File: config.mk
export PLATFORM = sky130hd
export DESIGN_NAME = regfile_write_arbiter
export DESIGN_NICKNAME = d
export VERILOG_FILES = /design/src/rtl/regfile_write_arbiter.sv
export SDC_FILE = /design/constraint.sdc
export NUM_CORES = 1
export LEC_CHECK = 0
export ABC_CLOCK_PERIOD_IN_PS = 8400
export CORE_MARGIN = 8
export CORE_UTILIZATION = 50
export DETAILED_ROUTE_END_ITERATION = 10
export PLACE_DENSITY_LB_ADDON = 0.2
export REMOVE_ABC_BUFFERS = 1
export SYNTH_ARGS = -nofsm -noshare
export SYNTH_HDL_FRONTEND = slang
export SYNTH_SLANG_ARGS = --single-unit
File: constraint.sdc
create_clock -name CLK -period 8.4 [get_ports CLK]
set_clock_uncertainty 0.1 [all_clocks]
set_input_delay 2.1 -clock CLK [delete_from_list [all_inputs] [get_ports CLK]]
set_output_delay 2.1 -clock CLK [all_outputs]
set_load 0.02 [all_outputs]
File: src/rtl/regfile_write_arbiter.sv
// Arbitrates the single register-file write port between the in-order writeback
// stage and a FIFO-buffered long-latency unit, with a pending-destination scoreboard.
module regfile_write_arbiter #(
  parameter int DEPTH        = 2,
  parameter int STARVE_LIMIT = 4
) (
  input  logic                     CLK,
  input  logic                     RST,
  input  logic                     WB_Valid,
  input  logic [4:0]               WB_Addr,
  input  logic [31:0]              WB_Data,
  output logic                     WB_Stall,
  input  logic                     LL_Valid,
  input  logic [4:0]               LL_Addr,
  input  logic [31:0]              LL_Data,
  output logic                     LL_Ready,
  input  logic                     ISS_Valid,
  input  logic [4:0]               ISS_Addr,
  output logic                     ISS_Stall,
  input  logic [4:0]               CHK_Addr1,
  input  logic [4:0]               CHK_Addr2,
  output logic                     CHK_Busy,
  output logic                     REG_W_En,
  output logic [4:0]               REG_W_Addr,
  output logic [31:0]              REG_W_Data,
  output logic [$clog2(DEPTH):0]   LL_Count
);
  localparam int AW = $clog2(DEPTH);
  localparam int CW = AW + 1;
  localparam int SW = $clog2(STARVE_LIMIT + 1);

  typedef struct packed {
    logic [4:0]  addr;
    logic [31:0] data;
  } wr_t;

  wr_t            mem_q [DEPTH];
  logic [AW-1:0]  wptr_q, rptr_q;
  logic [CW-1:0]  cnt_q, cnt_d;
  logic [SW-1:0]  starve_q, starve_d;
  logic [31:0]    pending_q, pending_d;
  logic           en_q, en_d;
  logic [4:0]     addr_q, addr_d;
  logic [31:0]    data_q, data_d;

  logic  nonempty, wb_elig, grant_ll, grant_wb, push;
  wr_t   head;

  assign head      = mem_q[rptr_q];
  assign nonempty  = (cnt_q != '0);
  // Held low through reset so the LL unit never hands over a result that would be dropped.
  assign LL_Ready  = !RST && (cnt_q != CW'(DEPTH));
  assign push      = LL_Valid && LL_Ready;
  assign wb_elig   = WB_Valid && !pending_q[WB_Addr];
  assign grant_ll  = nonempty && (!wb_elig || (starve_q == SW'(STARVE_LIMIT)));
  assign grant_wb  = !grant_ll && wb_elig;
  assign WB_Stall  = WB_Valid && !grant_wb;
  assign ISS_Stall = ISS_Valid && pending_q[ISS_Addr];
  assign CHK_Busy  = pending_q[CHK_Addr1] | pending_q[CHK_Addr2];

  assign REG_W_En   = en_q;
  assign REG_W_Addr = addr_q;
  assign REG_W_Data = data_q;
  assign LL_Count   = cnt_q;

  always_comb begin
    cnt_d = cnt_q;
    unique case ({push, grant_ll})
      2'b10:   cnt_d = cnt_q + CW'(1);
      2'b01:   cnt_d = cnt_q - CW'(1);
      default: cnt_d = cnt_q;
    endcase

    starve_d = starve_q;
    if (grant_ll || !nonempty)
      starve_d = '0;
    else if (grant_wb && (starve_q != SW'(STARVE_LIMIT)))
      starve_d = starve_q + SW'(1);

    en_d   = 1'b0;
    addr_d = addr_q;
    data_d = data_q;
    if (grant_ll) begin
      en_d   = (head.addr != 5'd0);
      addr_d = head.addr;
      data_d = head.data;
    end else if (grant_wb) begin
      en_d   = (WB_Addr != 5'd0);
      addr_d = WB_Addr;
      data_d = WB_Data;
    end

    // Clear before set so a same-edge reissue of the popped register stays pending.
    pending_d = pending_q;
    if (grant_ll)
      pending_d[head.addr] = 1'b0;
    if (ISS_Valid && !ISS_Stall && (ISS_Addr != 5'd0))
      pending_d[ISS_Addr] = 1'b1;
    pending_d[0] = 1'b0;
  end

  always_ff @(posedge CLK) begin
    if (RST) begin
      wptr_q    <= '0;
      rptr_q    <= '0;
      cnt_q     <= '0;
      starve_q  <= '0;
      pending_q <= '0;
      en_q      <= 1'b0;
      addr_q    <= '0;
      data_q    <= '0;
    end else begin
      if (push)     wptr_q <= wptr_q + AW'(1);
      if (grant_ll) rptr_q <= rptr_q + AW'(1);
      cnt_q     <= cnt_d;
      starve_q  <= starve_d;
      pending_q <= pending_d;
      en_q      <= en_d;
      addr_q    <= addr_d;
      data_q    <= data_d;
    end
  end

  always_ff @(posedge CLK) begin
    if (push) mem_q[wptr_q] <= '{addr: LL_Addr, data: LL_Data};
  end
endmodule

==> implementation parameters <==
Parameter                              Value

Run status
  Result of the run ... finished, final reports clean

GRT
  Vias in the first global route ... 5790
  Number of antenna violations at the first check in global routing ... 0
  First-pass GRT wire length ... 32500 µm
  Largest net degree at the start of global routing ... 67
  Residual overflow from global routing ... 0
  GR Util All Layers ... 21.1%

STA
  TNS Setup ... 0 ns
  Final-report hold violation count ... 0
  Max Transition Viols Final ... 0
  Max-Slew Margin vs Limit ... 18.5%
  Shortest period the worst path allows ... about 7.3 ns
  Transition time at the pin with the least slew margin ... 1.22 ns
  RSZ-0062 raised after global routing ... no
  Number of setup violations in the final report ... 0
  Period utilisation layout ... 86.9%
  FMAX ... 0.137 GHz

Logic synthesis
  Mean cell area of the mapped netlist ... 12.5 µm²
  Count of warnings emitted by yosys ... 0
  Share of the yosys chip area belonging to registers ... ~50%
  Total of flip-flops plus latches after synthesis ... 151
  Number of cells produced by synthesis ... just under 600
  Async S/R FF share, synth ... 0%
  EDFF count, synth ... 74
  Number of library cell types mapped by synthesis ... 52
  Post-synth top flop ... dfxtp_1
  Mapped Area ... between 7000 and 8000 µm²

Pwr
  Switching share of power ... between 30% and 40%
  Int Power ... about 0.0016 W
  Reported net switching power ... just under 0.0008 W
  Peak ir drop on the vdd network ... around 0.19 mV
  Cell area power density ... roughly 250 nW/µm²
  Combinational group share of total power ... a little under a third
  Leakage ... 3.26 nW
  Total power ... between 0.002 and 0.0025 W
  Clock power frac ... between 20% and 30%
  Sequential group share of total power ... between 30% and 40%

Worst setup path
  Worst-path maximum fanout ... 14
  Data required time of the worst path ... about 6.2 ns
  Critical path start-end classification ... input port to primary output
  Kind of end point of the critical path ... primary output
  Critical path arrival ... ~5 ns
  Reg-to-reg setup timing slack ... between 4 and 5 ns
  Kind of start point of the critical path ... input port

Place
  DP Wirelength ... about 14000 µm
  Placement Cell Area ... about 8900 µm²
  Number of port buffers ... about 140
  Cell count after placement ... approximately 900
  Final Wtd Congestion ... between 1 and 1.5

Routing
  Routed length per placed instance ... 22.5 µm
  First-pass detailed-route iteration total ... 5
  Final routed wirelength across all metal layers ... about 21000 µm
  Number of nets still failing antenna checks after routing ... 0
  Average via count per standard cell ... between 6 and 7
  Count of vias placed by the detailed router ... about 5600
  Initial drt markers ... between 300 and 400
  Number of design rule violations left after detail routing ... 0

Clock tree
  Clk Latency, worst-skew pair ... 0.42 ns
  Post-cts repair resize count ... 0
  Number of buffers on the longest clock path ... 2
  Max H-tree Level ... 4
  Count of buffers added by post-CTS timing repair for setup ... 0
  Clock Tree Root ... clkbuf_16
  CTS tree ... built
  Clock sink count ... between 150 and 200
  Clock buffers created by TritonCTS ... 17
  CTS clock-pin slew for the worst setup and hold paths ... around 0.070 ns
  Cts hold-fix bufs ... 0

Floorplanning
  Effective utilization at floorplan ... 51.3%
  Num rows ... 44
  I/O pin count ... approximately 140
  Total core area ... roughly 15000 µm²
  Die area ... ~19000 µm²
  Die H ... about 140 µm
  Overall die width ... approximately 140 µm

Cells and area
  Multi-input gate area in the final layout ... 3470 µm²
  Fraction of layout instances using a drive strength above 1 ... 16.7%
  Layout overhead on the synthesized area ... 26.8%
  Fillcell total ... 1124
  Cell area after layout ... about 9500 µm²
  Finished Layout Cells ... slightly above 900
  Area used by sequential logic in the layout ... 3760 µm²
  Utilization after layout ... between 60% and 70%
  Number of antenna cells inserted ... 0
  Number of nets in the layout ... 814

Flow run
  Number of violations of the max-capacitance limit ... 0

Worst hold path
  Type of the most critical hold path ... register to register
==> worst max-delay path, cell delays in order <==
cell	delay, ns
clkdlybuf4s50_1	0.95
mux4_2	0.60
a22oi_2	0.18
o2111ai_2	0.22
o22ai_4	0.22
o21ai_1	0.09
and2_1	0.18
clkdlybuf4s50_1	0.55
==> cell usage after synthesis, drive strengths merged (2+ instances only) <==
cell type | count | share of area (%)
and3 | 2 | 0.17
xnor2 | 2 | 0.23
buf | 16 | 1.8
nor2b | 5 | 0.42
dfxtp | 77 | 21
edfxtp | 74 | 30
mux2 | 42 | 6.3
nand2b | 10 | 0.84
o221ai | 2 | 0.23
nor4b | 7 | 0.82
and2 | 2 | 0.17
mux2i | 77 | 10
nand3 | 7 | 0.47
o31ai | 3 | 0.30
a22oi | 2 | 0.27
nor4 | 5 | 0.42
a21oi | 11 | 0.74
inv | 7 | 0.35
nor2 | 24 | 1.2
mux4 | 32 | 9.7
or3 | 8 | 0.67
nor3 | 10 | 0.67
nand2 | 29 | 1.5
ha | 3 | 0.50
o22ai | 40 | 3.4
o21ai | 37 | 2.5
o311ai | 17 | 2.0
clkbuf | 27 | 1.4
xor2 | 2 | 0.23
==> final timing paths <==
path                      start     endpoint  cells past startpoint
setup / recovery     WB_Addr[0]     WB_Stall                      8
hold / removal      starve_q[0]  starve_q[0]                      1
setup reg to reg  pending_q[19]  LL_Count[1]                      9
hold reg to reg     starve_q[0]  starve_q[0]                      1
==> power by group through the flow <==
stage / clock network, W / registers [W] / logic (W)
floorplan: 0 / 0.00106 / 0.000312
global placement: 0 / 0.000956 / 0.000749
detailed placement: 0 / 0.000961 / 0.000761
CTS: 0.000713 / 0.000948 / 0.000765
global route: 0.000745 / 0.000960 / 0.000814
finish: 0.000703 / 0.000948 / 0.000762
==> per-layer routing <==
metal  up-vias  part of all wire [%]  GRT usage, %
met5         -                     0             0
met4         0                   2.7          9.90
li1       2594                     -             -
met1      2762                    43          26.3
met2       243                    47          33.0
met3        35                   7.4          6.54
==> final cells by class <==
class,instances,area share [%]
inverter,8,0.317
multi-input combinational,395,36.6
sequential,151,39.8
timing repair buffer,144,15.0
tap,184,2.43
clock buffer,18,4.54
clock inverter,14,1.23
==> cell usage in the layout (no fill, tap or decap), types with 3 or more instances in the layout <==
| master | instances |
|---|---|
| or3_1 | 8 |
| o311ai_0 | 17 |
| nor2_1 | 23 |
| o22ai_1 | 39 |
| clkdlybuf4s50_1 | 137 |
| nand2b_1 | 10 |
| nor4b_1 | 7 |
| mux4_2 | 32 |
| ha_1 | 3 |
| edfxtp_1 | 74 |
| o21ai_0 | 33 |
| mux2i_1 | 77 |
| buf_4 | 7 |
| nor2b_1 | 5 |
| inv_6 | 4 |
| dfxtp_1 | 76 |
| inv_1 | 7 |
| nand2_1 | 29 |
| nand3_1 | 7 |
| a21oi_1 | 11 |
| clkbuf_16 | 17 |
| o31ai_1 | 3 |
| nor4_1 | 5 |
| mux2_2 | 42 |
| nor3_1 | 10 |
| clkinvlp_4 | 6 |
==> kinds of logic (layout without fill, tap and decap cells) <==
group                    Yosys count  count (layout)  share of synthesized area (%)
AO/OA/AOI/OAI                    122             122                           10.7
XOR/XNOR                           4               4                          0.470
adder cells (fa/ha/maj)            3               3                          0.503
buffers and inverters             51             184                           3.59
flip-flops                       151             151                           50.5
multiplexers                     151             151                           26.3
AND/OR/NAND/NOR                  115             115                           7.98
==> sequential cells by signal, summed over array words and instances, names as in the netlist, named ones only <==
signal and count:
starve_q 3, mem_q 74, rptr_q 1, REG_W_En 1, REG_W_Addr 5, wptr_q 1, REG_W_Data 32, LL_Count 2
pending_q 31
==> metrics by stage <==
stage               setup slack, ns  hold WS, ns
floorplan                     0.386        0.328
global placement               1.09        0.341
detailed placement             1.09        0.358
CTS                            1.08        0.368
global route                  0.897        0.395
finish                         1.10        0.370
Power figures use the tool's default switching activity.
